File: src/rtl/bus_share_arbiter.sv
// Two-requester round-robin arbiter driving a shared 2:1 word mux and a
// registered valid/ready output port, with burst-length limited ownership.
module bus_share_arbiter #(
  parameter int unsigned WIDTH     = 32,
  parameter int unsigned MAX_BURST = 4,
  parameter int unsigned CNT_W     = 2
) (
  input  logic             clk,
  input  logic             reset,
  input  logic             req1,
  input  logic [WIDTH-1:0] data1,
  output logic             gnt1,
  input  logic             req2,
  input  logic [WIDTH-1:0] data2,
  output logic             gnt2,
  output logic             sel,
  output logic             out_valid,
  output logic [WIDTH-1:0] out_data,
  output logic             out_src,
  input  logic             out_ready
);

  typedef enum logic [1:0] {
    IDLE = 2'd0,
    OWN1 = 2'd1,
    OWN2 = 2'd2
  } state_t;

  state_t             r_state;
  state_t             w_next;
  logic               r_prio;       // 1: requester 1 wins the next tie in IDLE
  logic               w_prio_nxt;
  logic [CNT_W-1:0]   r_cnt;
  logic [CNT_W-1:0]   w_cnt_nxt;
  logic               r_sel;
  logic               w_sel_nxt;
  logic               r_out_valid;
  logic [WIDTH-1:0]   r_out_data;
  logic               r_out_src;

  logic               w_can_accept;
  logic               w_last;
  logic               w_gnt1;
  logic               w_gnt2;
  logic               w_load;
  logic [WIDTH-1:0]   w_mux;

  assign w_can_accept = !r_out_valid || out_ready;
  assign w_last       = (r_cnt == CNT_W'(MAX_BURST - 1));
  assign w_mux        = r_sel ? data1 : data2;
  assign w_load       = w_gnt1 || w_gnt2;

  always_ff @(posedge clk) begin
    if (reset) begin
      r_state <= IDLE;
      r_prio  <= 1'b1;
      r_cnt   <= '0;
      r_sel   <= 1'b1;
    end else begin
      r_state <= w_next;
      r_prio  <= w_prio_nxt;
      r_cnt   <= w_cnt_nxt;
      r_sel   <= w_sel_nxt;
    end
  end

  always_comb begin
    w_next     = r_state;
    w_prio_nxt = r_prio;
    w_cnt_nxt  = r_cnt;
    w_gnt1     = 1'b0;
    w_gnt2     = 1'b0;
    unique case (r_state)
      IDLE: begin
        if (req1 && req2) begin
          w_next     = r_prio ? OWN1 : OWN2;
          w_prio_nxt = !r_prio;
        end else if (req1) begin
          w_next = OWN1;
        end else if (req2) begin
          w_next = OWN2;
        end
      end
      OWN1: begin
        w_gnt1 = req1 && w_can_accept;
        if (!req1) begin
          w_cnt_nxt = '0;
          if (req2) begin
            w_next     = OWN2;
            w_prio_nxt = 1'b1;
          end else begin
            w_next = IDLE;
          end
        end else if (w_gnt1) begin
          if (w_last) begin
            // Burst limit: rotate if the other side waits, else wrap and keep ownership
            w_cnt_nxt = '0;
            if (req2) begin
              w_next     = OWN2;
              w_prio_nxt = 1'b1;
            end
          end else begin
            w_cnt_nxt = r_cnt + CNT_W'(1);
          end
        end
      end
      OWN2: begin
        w_gnt2 = req2 && w_can_accept;
        if (!req2) begin
          w_cnt_nxt = '0;
          if (req1) begin
            w_next     = OWN1;
            w_prio_nxt = 1'b0;
          end else begin
            w_next = IDLE;
          end
        end else if (w_gnt2) begin
          if (w_last) begin
            w_cnt_nxt = '0;
            if (req1) begin
              w_next     = OWN1;
              w_prio_nxt = 1'b0;
            end
          end else begin
            w_cnt_nxt = r_cnt + CNT_W'(1);
          end
        end
      end
      default: begin
        w_next    = IDLE;
        w_cnt_nxt = '0;
      end
    endcase
    if (reset) begin
      w_gnt1 = 1'b0;
      w_gnt2 = 1'b0;
    end
  end

  // Select is set on entry to an owner state and simply held through IDLE
  always_comb begin
    w_sel_nxt = r_sel;
    if (w_next == OWN1) begin
      w_sel_nxt = 1'b1;
    end else if (w_next == OWN2) begin
      w_sel_nxt = 1'b0;
    end
  end

  always_ff @(posedge clk) begin
    if (reset) begin
      r_out_valid <= 1'b0;
      r_out_data  <= '0;
      r_out_src   <= 1'b0;
    end else if (w_load) begin
      r_out_valid <= 1'b1;
      r_out_data  <= w_mux;
      r_out_src   <= r_sel;
    end else if (out_ready) begin
      r_out_valid <= 1'b0;
    end
  end

  assign gnt1      = w_gnt1;
  assign gnt2      = w_gnt2;
  assign sel       = r_sel;
  assign out_valid = r_out_valid;
  assign out_data  = r_out_data;
  assign out_src   = r_out_src;

endmodule

File: config.mk
export PLATFORM = sky130hd
export DESIGN_NAME = bus_share_arbiter
export DESIGN_NICKNAME = d
export VERILOG_FILES = /design/src/rtl/bus_share_arbiter.sv
export SDC_FILE = /design/constraint.sdc
export NUM_CORES = 1
export LEC_CHECK = 0
export BUFFER_PORTS_ARGS = -buffer_cell sky130_fd_sc_hd__buf_2
export CORE_MARGIN = 2
export CORE_UTILIZATION = 45
export CTS_CLUSTER_DIAMETER = 60
export CTS_CLUSTER_SIZE = 28
export DETAILED_ROUTE_END_ITERATION = 8
export PLACE_DENSITY = 0.79
export SYNTH_ARGS = -nofsm -noshare
export SYNTH_HDL_FRONTEND = slang
export SYNTH_SLANG_ARGS = --single-unit
File: constraint.sdc
create_clock -name clk -period 2.25 [get_ports clk]
set_clock_uncertainty 0.2 [all_clocks]
set_input_delay 0 -clock clk [delete_from_list [all_inputs] [get_ports clk]]
set_output_delay 0 -clock clk [all_outputs]
set_load 0.02 [all_outputs]
---- Yosys cells after proc, flatten, opt, wreduce, memory -nomap -nowiden ----
Cells that the tools add are included.
W data, S select, Z words.
storage, ports and cells
  register bits ........................... 40
  bits of input ports ..................... 69
  output and inout bits ................... 37
  word-level logic and storage cells ...... 69
operators by class
  $add $sub $neg .......................... 1
  equal/unequal tests ..................... 10
  mux-type cells .......................... 37
  bitwise operators ....................... 1
  reduce and logical (&&, ||, !) cells .... 13
operators by type and width
  kind                   count
  $mux W2                17
  $mux W32               1
  $mux W1                16
  $ne A3 B3 Y1 const B   4
  $pmux W2 S3            2
  $eq A2 B2 Y1 const B   3
  $reduce_and A6 Y1      1
  $eq A2 B1 Y1 const B   2
  $logic_and A1 B1 Y1    3
  $pmux W1 S3            1
  $reduce_and A3 Y1      1
  $reduce_bool A3 Y1     1
  $add A2 B1 Y2 const B  1
  $logic_not A1 Y1       2
  $logic_not A2 Y1       1
  $logic_or A1 B1 Y1     2
  $ne A2 B2 Y1 const B   1
  $reduce_bool A2 Y1     1
  $reduce_or A2 Y1       1
  $not A1 Y1             1

---- Logic depth before layout (Yosys ltp) ----
  depth in word-level cells ............... 8
  mapped depth ............................ 9

---- Worst setup path before layout ----
No wires, ideal clock.
  path type ............................... register to register
  from .................................... register r_state[1]
  to ...................................... register r_prio
  library setup time ...................... 0.122 ns
  arrival time ............................ 1.654 ns
  required time ........................... 1.928 ns
  path slack .............................. 0.274 ns
  cell stages (with the launch flop) ...... 9
  buffers on the path ..................... 1
  period minus slack after synthesis ...... 1.976 ns
  cell sequence ........................... dfxtp_1 -> inv_1 -> ha_1 -> buf_6 -> a22oi_4 -> a21oi_2 -> a211oi_2 -> nand2_1 -> a221o_1
on the way
  longest elaborated chain between the ends .. 3
  elaborated cells between the ends (all ways) .. 11
  those cells by class .................... eq/ne: 7; mux: 1; reduce/logical: 3
ends and longest elaborated chain
  item                                                   line  text
  start, declared                                        29    state_t r_state;
  start signal, assigned                                 60    r_state <= w_next;
  $eq A2 B2 Y1 (tied with other cells)                   73    unique case (r_state)
  $ne A3 B3 Y1 (no source line) (tied with other cells)  -
  $reduce_and A6 Y1 (no source line)                     -
  end signal, assigned                                   61    r_prio <= w_prio_nxt;
  end, declared                                          31    logic r_prio;
Parallel ways exist; a longest one is shown, timed or not.
A chain may end at the register's enable or synchronous reset.

---- Worst setup path after layout ----
Ends and elaborated chain as after synthesis.

==> results_dict.tcl <==
set metrics [dict create \
    worstSetupStartpointType "flip-flop" \
    p_leak_nw 1.68 \
    timing.reg2reg.setup_slack_ps 140 \
    rsz0062_at_grt "false" \
    drv_cap 0 \
    stdcell_count 432 \
    yosys_warnings 0 \
    syn_inst 216 \
    end_kind "flip-flop" \
    wirelength_um 7210 \
    clockBufferDepth 2 \
    hp-class "in2reg" \
    pwr-share-clk_pct 25.9 \
    cp.required_ps 2230 \
    antenna_cells 0 \
    max_freq_mhz 475 \
    intPower_mw 1.65 \
    worstPathArrival_ps 2080 \
    power_switching_mw 0.788 \
    first_pass_iters 4 \
    cts_resized 0 \
    root_buffer "clkbuf_8" \
    drt_iter0_markers 131 \
    die_h_um 72.6 \
    swShare_pct 32.3 \
    synth_top_area_cell "dfxtp_1" \
    antenna_found_initial 0 \
    slew_headroom_pct 62.9 \
    setup_viol 0 \
    h-tree-depth 2 \
    first_global_vias 2351 \
    maxSlewViolCount 0 \
    dieArea_um2 5270 \
    clock-sinks 40 \
    fin_crit_sh_pct 93.6 \
    post-synth-top-count-cell "dfxtp_1" \
    synth_compound_area_share_pct 25.2 \
    yosysUniqueCellTypes 38 \
    drc 0 \
    numPortBuffers 105 \
    cp_slowest_cell "dfxtp_1" \
    finalPower_mw 2.44 \
    hold_violations 0 \
    die_w_um 72.6 \
    yosysSeqAreaShare_pct 37.8 \
    drtAntennaViolNets 0 \
    finalNetCount 453 \
    cellPowerDensity_nw_per_um2 711 \
    drt-vias-per-instance 5.41 \
    io_pins 106 \
    synth.avg_cell_area_um2 9.80 \
    yosys-mux-area-fraction_pct 16.1 \
    grtUsageTotal_pct 26.6 \
    dr_total_vias 2335 \
    core_um2 4440 \
    tightest_slew_ps 556 \
    layout_setup_ws_ps 144 \
    ys_ff_latch 40 \
    worst_ir_drop_vdd_v 0.000370 \
    synth_area_leaders "dfxtp_1, mux2i_1, a211oi_2, nor2_1, a211oi_1" \
    yosys-top-cells-count "dfxtp_1, nor2_1, mux2i_1" \
    async_flop_share_pct 0 \
    dpl.hpwl_um 3700 \
    comb_power_share_pct 39.6 \
    drive_above_1_share_pct 38.7 \
    rows 24 \
    critPathMaxStageDelay_ps 470 \
    fin_hold_ws_ps 24.7 \
    grt_max_degree 43 \
    cts_made_buffers 5 \
    path_clk_slew_ps 70 \
    start_util_pct 47.6 \
    overflow 0 \
    synth_top_family_by_area "compound AO/OA/AOI/OAI gates" \
    clk_latency_ps 280 \
    synth-edff-count 0 \
    synth_area_um2 2120 \
    synth_xor_area_share_pct 0 \
    status "complete, no violations" \
    yosys_most_used_dff "dfxtp_1" \
    dp_cells 360 \
    place_ws_ps 170 \
    gp_congestion 0.862 \
    synth_fp_nets 290 \
    synthAdderAreaFrac_pct 2.96 \
    cts_tree "done" \
    p_seq_share_pct 34.4 \
    layout_min_cycle_time_ps 2110 \
    worstPathMaxFanout 7 \
    synth.top_cell.area_share_pct 37.8 \
    tns_ps 0 \
    area_growth_pct 62.1 \
    wl_per_cell_um 16.7 \
    crit_type "reg2reg" \
    synthSimpleGateAreaFrac_pct 12.0 \
    grt_pass1_wl_um 10800 \
    post_cts_buffers 0 \
    path_cells "inv_1 > ha_1 > a22oi_4 > a21oi_2 > a211oi_2 > nand2_1 > a221o_1" \
]
## cell families (layout without fill, tap and decap cells)
logic type	after synthesis	after routing
and+or+nand+nor	57	57
muxes	34	34
buffers and inverters	24	188
DFF	40	40
adders and majority gates	5	5
AOI/OAI and AO/OA	56	56
## worst max-delay path, delay by kind of cell, from the launching register on
kind | cells | cell delay [ps]
AO/OA/AOI/OAI | 4 | 930
adder cells (fa/ha/maj) | 1 | 240
buffers and inverters | 1 | 100
flip-flops | 1 | 470
AND/OR/NAND/NOR | 1 | 70
## registers in the layout, summed over array words and instances (netlist names)
name and flops:
out_valid 1, out_src 1, r_cnt 2, r_state 2
r_prio 1, sel 1, out_data 32
## power by group through the flow
stage | registers (mW) | clock network (mW) | logic [mW]
after global placement | 0.847 | 0 | 0.739
after floorplan | 0.927 | 0 | 0.474
final | 0.840 | 0.632 | 0.967
after global routing | 0.847 | 0.678 | 1.03
after detailed placement | 0.850 | 0 | 0.756
after CTS | 0.835 | 0.649 | 0.926
## stage by stage
stage / instance area, um2 / util, %
6_report: 3430 / 77.2
3_5_place_dp: 2670 / 60.0
4_1_cts: 3430 / 77.2
5_1_grt: 3430 / 77.2
2_1_floorplan: 2120 / -
3_3_place_gp: 2670 / 60.0
## cell type report
cell class,instances,area (um2)
fill,297,1010
sequential,40,802
tap,52,65.1
clock buffer,7,96.3
multi-input combinational,152,1200
clock inverter,1,30.0
inverter,5,18.8
timing repair buffer,175,1220
## cells in the final DEF, fill, tap and decap left out, types with 5 or more instances in the layout
| cell | Yosys | routed |
|---|---|---|
| nor2_1 | 36 | 36 |
| a211oi_1 | 12 | 12 |
| buf_2 | 8 | 105 |
| dfxtp_1 | 40 | 39 |
| a211oi_2 | 21 | 21 |
| clkbuf_8 | 0 | 7 |
| nand2_1 | 7 | 7 |
| ha_1 | 5 | 5 |
| buf_4 | 5 | 5 |
| dlygate4sd3_1 | 0 | 64 |
| mux2i_1 | 34 | 34 |
## timing repair
action                                  4_1_cts  5_1_grt
hold buffers                                 64        0
endpoints found under the setup margin        0        0
hold endpoints to repair                     32        0
## path summary, 6_finish.rpt
path                                 start                        to  cells past startpoint
hold reg to reg   out_data[4]$_SDFFE_PP0P_  out_data[4]$_SDFFE_PP0P_                      2
hold / removal                   out_ready    out_valid$_SDFFE_PP0P_                      3
setup reg to reg     r_state[1]$_SDFF_PP0_       r_prio$_SDFFE_PP1P_                      7
setup / recovery     r_state[1]$_SDFF_PP0_       r_prio$_SDFFE_PP1P_                      7
## layer usage
metal	up-vias	track usage (%)	part of all wire, %
li1	1118	-	-
met1	1071	29.1	40
met2	128	49.7	50
met3	18	5.25	7.1
met4	0	10.7	2.4
met5	-	0	0
Power figures use the tool's default switching activity.
